**src/rtl/l1_port1_arbiter.sv**
```systemverilog
// Port-1 arbiter for the L1 cache_memory: per-channel snoop FIFOs, round-robin
// snoop arbitration, starvation-bounded controller access and tagged snoop responses.
module l1_port1_arbiter #(
    parameter int NUM_SNOOP_CH = 2,
    parameter int FIFO_DEPTH   = 4,
    parameter int INDEX_BITS   = 8,
    parameter int TAG_BITS     = 22,
    parameter int SBITS        = 4,
    parameter int CACHE_WIDTH  = 128,
    parameter int WAY_BITS     = 2,
    parameter int OFFSET_BITS  = 2,
    parameter int STARVE_LIMIT = 4,
    parameter int COH_BITS     = SBITS / 2,
    parameter int STATUS_BITS  = SBITS - COH_BITS
) (
    input  logic                                   clock,
    input  logic                                   reset,
    input  logic [NUM_SNOOP_CH-1:0]                snp_valid,
    output logic [NUM_SNOOP_CH-1:0]                snp_ready,
    input  logic [2*NUM_SNOOP_CH-1:0]              snp_op,
    input  logic [INDEX_BITS*NUM_SNOOP_CH-1:0]     snp_index,
    input  logic [TAG_BITS*NUM_SNOOP_CH-1:0]       snp_tag,
    input  logic [SBITS*NUM_SNOOP_CH-1:0]          snp_meta,
    input  logic [CACHE_WIDTH*NUM_SNOOP_CH-1:0]    snp_data,
    input  logic [WAY_BITS*NUM_SNOOP_CH-1:0]       snp_way,
    input  logic                                   ctrl_read1,
    input  logic                                   ctrl_write1,
    input  logic                                   ctrl_invalidate1,
    input  logic [INDEX_BITS-1:0]                  ctrl_index1,
    input  logic [TAG_BITS-1:0]                    ctrl_tag1,
    input  logic [SBITS-1:0]                       ctrl_meta1,
    input  logic [CACHE_WIDTH-1:0]                 ctrl_data1,
    input  logic [WAY_BITS-1:0]                    ctrl_way1,
    output logic                                   ctrl_stall,
    output logic                                   mem_read1,
    output logic                                   mem_write1,
    output logic                                   mem_invalidate1,
    output logic [INDEX_BITS-1:0]                  mem_index1,
    output logic [TAG_BITS-1:0]                    mem_tag1,
    output logic [SBITS-1:0]                       mem_meta1,
    output logic [CACHE_WIDTH-1:0]                 mem_data1,
    output logic [WAY_BITS-1:0]                    mem_way1,
    input  logic [CACHE_WIDTH-1:0]                 mem_data_out1,
    input  logic [WAY_BITS-1:0]                    mem_matched_way1,
    input  logic [COH_BITS-1:0]                    mem_coh_bits1,
    input  logic [STATUS_BITS-1:0]                 mem_status_bits1,
    input  logic                                   mem_hit1,
    output logic                                   snoop_read,
    output logic                                   snoop_modify,
    output logic [TAG_BITS+INDEX_BITS+OFFSET_BITS-1:0] snoop_address,
    output logic                                   rsp_valid,
    output logic [((NUM_SNOOP_CH > 1) ? $clog2(NUM_SNOOP_CH) : 1)-1:0] rsp_ch,
    output logic [CACHE_WIDTH-1:0]                 rsp_data,
    output logic [WAY_BITS-1:0]                    rsp_matched_way,
    output logic [COH_BITS-1:0]                    rsp_coh_bits,
    output logic [STATUS_BITS-1:0]                 rsp_status_bits,
    output logic                                   rsp_hit,
    output logic                                   err_drop
);
    localparam int CH_BITS  = (NUM_SNOOP_CH > 1) ? $clog2(NUM_SNOOP_CH) : 1;
    localparam int PTR_BITS = $clog2(FIFO_DEPTH);
    localparam int CNT_BITS = PTR_BITS + 1;
    localparam int STV_BITS = (STARVE_LIMIT > 0) ? $clog2(STARVE_LIMIT + 1) : 1;
    localparam int ENT_BITS = 2 + INDEX_BITS + TAG_BITS + SBITS + CACHE_WIDTH + WAY_BITS;

    logic [ENT_BITS-1:0]    fifo_q   [NUM_SNOOP_CH][FIFO_DEPTH];
    logic [ENT_BITS-1:0]    fifo_d   [NUM_SNOOP_CH][FIFO_DEPTH];
    logic [PTR_BITS-1:0]    rd_ptr_q [NUM_SNOOP_CH];
    logic [PTR_BITS-1:0]    rd_ptr_d [NUM_SNOOP_CH];
    logic [PTR_BITS-1:0]    wr_ptr_q [NUM_SNOOP_CH];
    logic [PTR_BITS-1:0]    wr_ptr_d [NUM_SNOOP_CH];
    logic [CNT_BITS-1:0]    cnt_q    [NUM_SNOOP_CH];
    logic [CNT_BITS-1:0]    cnt_d    [NUM_SNOOP_CH];
    logic [CH_BITS-1:0]     rr_q, rr_d;
    logic [STV_BITS-1:0]    starve_q, starve_d;
    logic                   rsp_valid_q, rsp_valid_d;
    logic [CH_BITS-1:0]     rsp_ch_q, rsp_ch_d;
    logic [CACHE_WIDTH-1:0] rsp_data_q, rsp_data_d;
    logic [WAY_BITS-1:0]    rsp_way_q, rsp_way_d;
    logic [COH_BITS-1:0]    rsp_coh_q, rsp_coh_d;
    logic [STATUS_BITS-1:0] rsp_status_q, rsp_status_d;
    logic                   rsp_hit_q, rsp_hit_d;
    logic                   err_drop_q, err_drop_d;

    logic                   ctrl_req, snp_found, grant_ctrl, grant_snp;
    logic [CH_BITS-1:0]     snp_sel;
    logic [1:0]             h_op;
    logic [INDEX_BITS-1:0]  h_index;
    logic [TAG_BITS-1:0]    h_tag;
    logic [SBITS-1:0]       h_meta;
    logic [CACHE_WIDTH-1:0] h_data;
    logic [WAY_BITS-1:0]    h_way;

    always_comb begin
        snp_ready = '0;
        for (int c = 0; c < NUM_SNOOP_CH; c++)
            snp_ready[c] = (cnt_q[c] != CNT_BITS'(FIFO_DEPTH));
    end

    always_comb begin
        int cand;
        cand            = 0;
        ctrl_req        = ctrl_read1 | ctrl_write1 | ctrl_invalidate1;
        snp_found       = 1'b0;
        snp_sel         = '0;
        // Search starts just after the last granted channel.
        for (int k = 1; k <= NUM_SNOOP_CH; k++) begin
            cand = (int'(rr_q) + k) % NUM_SNOOP_CH;
            if (!snp_found && cnt_q[CH_BITS'(cand)] != '0) begin
                snp_found = 1'b1;
                snp_sel   = CH_BITS'(cand);
            end
        end
        grant_ctrl = ctrl_req && ((starve_q == STV_BITS'(STARVE_LIMIT)) || !snp_found);
        grant_snp  = snp_found && !grant_ctrl;
        {h_op, h_index, h_tag, h_meta, h_data, h_way} = fifo_q[snp_sel][rd_ptr_q[snp_sel]];

        mem_read1       = 1'b0;
        mem_write1      = 1'b0;
        mem_invalidate1 = 1'b0;
        mem_index1      = '0;
        mem_tag1        = '0;
        mem_meta1       = '0;
        mem_data1       = '0;
        mem_way1        = '0;
        snoop_read      = 1'b0;
        snoop_modify    = 1'b0;
        snoop_address   = '0;
        if (grant_ctrl) begin
            mem_read1       = ctrl_read1;
            mem_write1      = ctrl_write1;
            mem_invalidate1 = ctrl_invalidate1;
            mem_index1      = ctrl_index1;
            mem_tag1        = ctrl_tag1;
            mem_meta1       = ctrl_meta1;
            mem_data1       = ctrl_data1;
            mem_way1        = ctrl_way1;
        end else if (grant_snp && h_op != 2'b11) begin
            mem_read1       = (h_op == 2'b00);
            mem_write1      = (h_op == 2'b01);
            mem_invalidate1 = (h_op == 2'b10);
            mem_index1      = h_index;
            mem_tag1        = h_tag;
            mem_meta1       = h_meta;
            mem_data1       = h_data;
            mem_way1        = h_way;
            snoop_read      = (h_op == 2'b00);
            snoop_modify    = (h_op != 2'b00);
            snoop_address   = {h_tag, h_index, {OFFSET_BITS{1'b0}}};
        end
        ctrl_stall = ctrl_req && !grant_ctrl;

        rr_d         = grant_snp ? snp_sel : rr_q;
        starve_d     = (ctrl_req && !grant_ctrl) ? starve_q + STV_BITS'(1) : '0;
        rsp_valid_d  = grant_snp && (h_op != 2'b11);
        err_drop_d   = grant_snp && (h_op == 2'b11);
        rsp_ch_d     = rsp_ch_q;
        rsp_data_d   = rsp_data_q;
        rsp_way_d    = rsp_way_q;
        rsp_coh_d    = rsp_coh_q;
        rsp_status_d = rsp_status_q;
        rsp_hit_d    = rsp_hit_q;
        if (rsp_valid_d) begin
            rsp_ch_d     = snp_sel;
            rsp_data_d   = mem_data_out1;
            rsp_way_d    = mem_matched_way1;
            rsp_coh_d    = mem_coh_bits1;
            rsp_status_d = mem_status_bits1;
            rsp_hit_d    = mem_hit1;
        end
    end

    always_comb begin
        logic push, pop;
        push     = 1'b0;
        pop      = 1'b0;
        fifo_d   = fifo_q;
        rd_ptr_d = rd_ptr_q;
        wr_ptr_d = wr_ptr_q;
        cnt_d    = cnt_q;
        for (int c = 0; c < NUM_SNOOP_CH; c++) begin
            push = snp_valid[c] && snp_ready[c];
            pop  = grant_snp && (snp_sel == CH_BITS'(c));
            if (push) begin
                fifo_d[c][wr_ptr_q[c]] = {snp_op[2*c +: 2],
                                          snp_index[INDEX_BITS*c +: INDEX_BITS],
                                          snp_tag[TAG_BITS*c +: TAG_BITS],
                                          snp_meta[SBITS*c +: SBITS],
                                          snp_data[CACHE_WIDTH*c +: CACHE_WIDTH],
                                          snp_way[WAY_BITS*c +: WAY_BITS]};
                wr_ptr_d[c] = wr_ptr_q[c] + PTR_BITS'(1);
            end
            if (pop)
                rd_ptr_d[c] = rd_ptr_q[c] + PTR_BITS'(1);
            if (push && !pop)
                cnt_d[c] = cnt_q[c] + CNT_BITS'(1);
            else if (pop && !push)
                cnt_d[c] = cnt_q[c] - CNT_BITS'(1);
        end
    end

    // Entry storage needs no reset: occupancy is governed by the counters alone.
    always_ff @(posedge clock) begin
        fifo_q <= fifo_d;
        if (reset) begin
            for (int c = 0; c < NUM_SNOOP_CH; c++) begin
                rd_ptr_q[c] <= '0;
                wr_ptr_q[c] <= '0;
                cnt_q[c]    <= '0;
            end
            rr_q         <= CH_BITS'(NUM_SNOOP_CH - 1);
            starve_q     <= '0;
            rsp_valid_q  <= 1'b0;
            err_drop_q   <= 1'b0;
            rsp_ch_q     <= '0;
            rsp_data_q   <= '0;
            rsp_way_q    <= '0;
            rsp_coh_q    <= '0;
            rsp_status_q <= '0;
            rsp_hit_q    <= 1'b0;
        end else begin
            rd_ptr_q     <= rd_ptr_d;
            wr_ptr_q     <= wr_ptr_d;
            cnt_q        <= cnt_d;
            rr_q         <= rr_d;
            starve_q     <= starve_d;
            rsp_valid_q  <= rsp_valid_d;
            err_drop_q   <= err_drop_d;
            rsp_ch_q     <= rsp_ch_d;
            rsp_data_q   <= rsp_data_d;
            rsp_way_q    <= rsp_way_d;
            rsp_coh_q    <= rsp_coh_d;
            rsp_status_q <= rsp_status_d;
            rsp_hit_q    <= rsp_hit_d;
        end
    end

    assign rsp_valid       = rsp_valid_q;
    assign rsp_ch          = rsp_ch_q;
    assign rsp_data        = rsp_data_q;
    assign rsp_matched_way = rsp_way_q;
    assign rsp_coh_bits    = rsp_coh_q;
    assign rsp_status_bits = rsp_status_q;
    assign rsp_hit         = rsp_hit_q;
    assign err_drop        = err_drop_q;

endmodule

```
**config.mk**
```make
export PLATFORM = sky130hd
export DESIGN_NAME = l1_port1_arbiter
export DESIGN_NICKNAME = d
export VERILOG_FILES = /design/src/rtl/l1_port1_arbiter.sv
export SDC_FILE = /design/constraint.sdc
export NUM_CORES = 1
export LEC_CHECK = 0
export ABC_AREA = 0
export CORE_AREA = 2 2 377 379
export DETAILED_ROUTE_END_ITERATION = 10
export DIE_AREA = 0 0 379 381
export PLACE_DENSITY_LB_ADDON = 0.3
export SLEW_MARGIN = 20
export SYNTH_ARGS = -nofsm -noshare
export SYNTH_HDL_FRONTEND = slang
export SYNTH_SLANG_ARGS = --single-unit
```
**constraint.sdc**
```tcl
create_clock -name clock -period 6.15 [get_ports clock]
set_clock_uncertainty 0.05 [all_clocks]
set_input_delay 0.9225 -clock clock [delete_from_list [all_inputs] [get_ports clock]]
set_output_delay 0.9225 -clock clock [all_outputs]
set_load 0.05 [all_outputs]
```
==> results.txt <==
fin cells - 6096
largest net degree at the start of global routing - 192
leakage - 25.4 nW
Peak supply drop - 0.490 mV
Final Net Count - 4718
synth unique cells - 43
Max Cap Viol - 0
number of synthesized register bits - 1484
row cnt - 138
worst hold path type - reg -> reg
initial antenna violation count - 59
CP Max Fanout - 61
first-pass GRT wire length - 223000 um
multi-input logic area - 14600 um^2
die width - 379 um
Seq/Total Area, Yosys - 73.7%
cells after synthesis - 3047
CP Launch Type - register
Synth area leaders - edfxtp_1 (68%), mux4_2 (13%), dfxtp_1 (5.4%), mux2i_1 (5.2%), nand2b_1 (2.9%)
Boundary Pins - 980
outcome - finished, final reports clean
f_max - 183 MHz
share of cells above drive strength 1 - 15.1%
max-slew violation count - 0
Mapped Area - 58400 um^2
Post-synth EDFFs - 1328
fin crit period - 5.46 ns
routed vias/inst - 5.23
clock buffer depth - 3
post-CTS sizing - 0
top cell type's share of synthesized area - 68.3%
Setup CP Type - reg -> out
routability cong. - 0.821
DIE AREA - 144000 um^2
CTS tree - yes
cts-stage hold buffer count - 0
Sink Count - 1484
drt pass-1 iters - 5
RSZ-0062 raised after global routing - no
Worst-Margin Slew - 1.18 ns
Worst Hold Depth - 1
fraction of registers with async set/reset - 0%
Required @ worst endpoint - 5.18 ns
final hold vios - 0
gr ovfl total - 0
element type at the critical path end - primary output
Synth Flop Type - edfxtp_1
core area - 141000 um^2
fill count - 11.2k
htree depth - 4
PwrDens - 488 nW/um^2
hold path start - starve_q[0]
FF/Latch Area - 43000 um^2
CTS Buf Count - 156
gr usage total - 21.6%
Placed Cells - 5797
Post-Route WL - 158000 um
Yosys top cell by area - edfxtp_1
fin crit share - 88.7%
top-count cell post-synth - edfxtp_1
Arr. time, crit path - 4.49 ns
Routed Antenna Nets - 0
initial DRC count - 2353
IO Port Bufs - 977
setup TNS - 0 ns
DRC Markers - 0
Max-Slew Margin vs Limit - 18.8%
worst hold slack - 0.397 ns
Initial Util - 41.5%
area grow syn2layout - 29.6%
vias in the first global route - 32.1k
Final setup viols - 0
die height - 381 um
Worst-Skew Late Latency - 0.77 ns
synth cell count leaders - edfxtp_1 (1328), mux4_2 (332), mux2i_1 (302), nand2b_1 (270), nand2_1 (173)
Post-CTS Setup Bufs - 0
dpl hpwl - 107000 um
dpl cell area - 70600 um^2
Crit. Startpoint - rd_ptr_q[2]
Clock transition at path regs - 0.06 ns
via count - 31.9k
clk root buf - clkbuf_16
yosys warns - 0
WL/cell - 26.0 um
Avg Cell Area, Syn - 19.2 um^2
Layout Cell Area excl Fill - 75600 um^2
R2R depth - 5
worst r2r src - rd_ptr_q[2]
power breakdown:
part | total [mW] | leakage (nW) | switching, mW | internal, mW
Clock | 9.10 | 2.42 | 3.91 | 5.19
Combinational | 14.8 | 9.51 | 9.48 | 5.35
Sequential | 13.0 | 13.5 | 0.599 | 12.4
Total | 36.9 | 25.4 | 14.0 | 22.9
cell type report:
| cell class | instances | share of cell area, % |
|---|---|---|
| Inverter | 11 | 0.0546 |
| Antenna cell | 10 | 0.0331 |
| Clock inverter | 89 | 1.14 |
| Clock buffer | 199 | 5.47 |
| Sequential cell | 1484 | 56.9 |
| Tap cell | 1890 | 3.13 |
| Timing Repair Buffer | 1044 | 14.1 |
| Multi-Input combinational cell | 1369 | 19.3 |
critical path, cell delays in order (launching register included):
cell and delay [ns]:
dfxtp_4 0.83, mux4_2 0.39, nand2_1 0.12, a32oi_4 0.70, buf_4 0.63, o21ai_0 0.22
clkdlybuf4s50_1 0.74
per-stage QoR:
| stage | setup WS (ns) | utilization (%) | total power, mW |
|---|---|---|---|
| after floorplan | 0.400 | - | 22.8 |
| after global placement | 1.00 | 50.2 | 28.0 |
| after detailed placement | 0.888 | 50.2 | 28.2 |
| after CTS | 0.569 | 53.8 | 37.3 |
| after global routing | 0.464 | 53.8 | 38.3 |
| final | 0.692 | 53.8 | 36.9 |
routing by layer:
layer	track usage, %	part of all wire, %
met5	0	0.29
met1	25.5	37
met3	6.75	8.3
met2	36.9	51
met4	7.69	3.3
path summary, 6_finish.rpt:
kind,end,slack (ns)
hold reg to reg,starve_q[0],0.40
hold / removal,starve_q[0],0.40
setup reg to reg,rsp_ch,3.10
setup / recovery,mem_data1[24],0.69
flip-flops by register name, summed over array words and instances (netlist names):
register         count
rr_q                 1
rsp_hit              1
rsp_matched_way      2
rsp_coh_bits         2
rsp_status_bits      2
starve_q             3
rd_ptr_q             4
rsp_valid            1
err_drop             1
rsp_ch               1
wr_ptr_q             4
fifo_q            1328
cnt_q                6
rsp_data           128
cells by family after synthesis:
group	after synthesis	synth area share (%)
flip-flops	1484	73.7
buffers and inverters	195	1.50
adder cells (fa/ha/maj)	14	0.326
multiplexers	635	18.0
other	1	0.00643
XOR/XNOR	11	0.165
AND/OR/NAND/NOR	523	4.64
AO/OA/AOI/OAI	184	1.67
cells in the final DEF, fill, tap and decap left out, drive strengths merged, types with 6 or more instances in the layout:
cell | synthesis | layout
clkdlybuf4s50 | 0 | 976
mux4 | 332 | 332
diode | 0 | 10
edfxtp | 1328 | 1328
clkbuf | 100 | 199
nand2b | 270 | 270
mux2i | 302 | 302
nor2 | 51 | 51
buf | 84 | 68
dfxtp | 156 | 156
inv | 11 | 19
o21ai | 167 | 167
and2 | 7 | 7
clkinv | 0 | 68
and3 | 7 | 7
ha | 12 | 12
bufinv | 0 | 9
a21oi | 6 | 6
xor2 | 7 | 7
nand2 | 173 | 173
(Power assumes the default switching activity.)
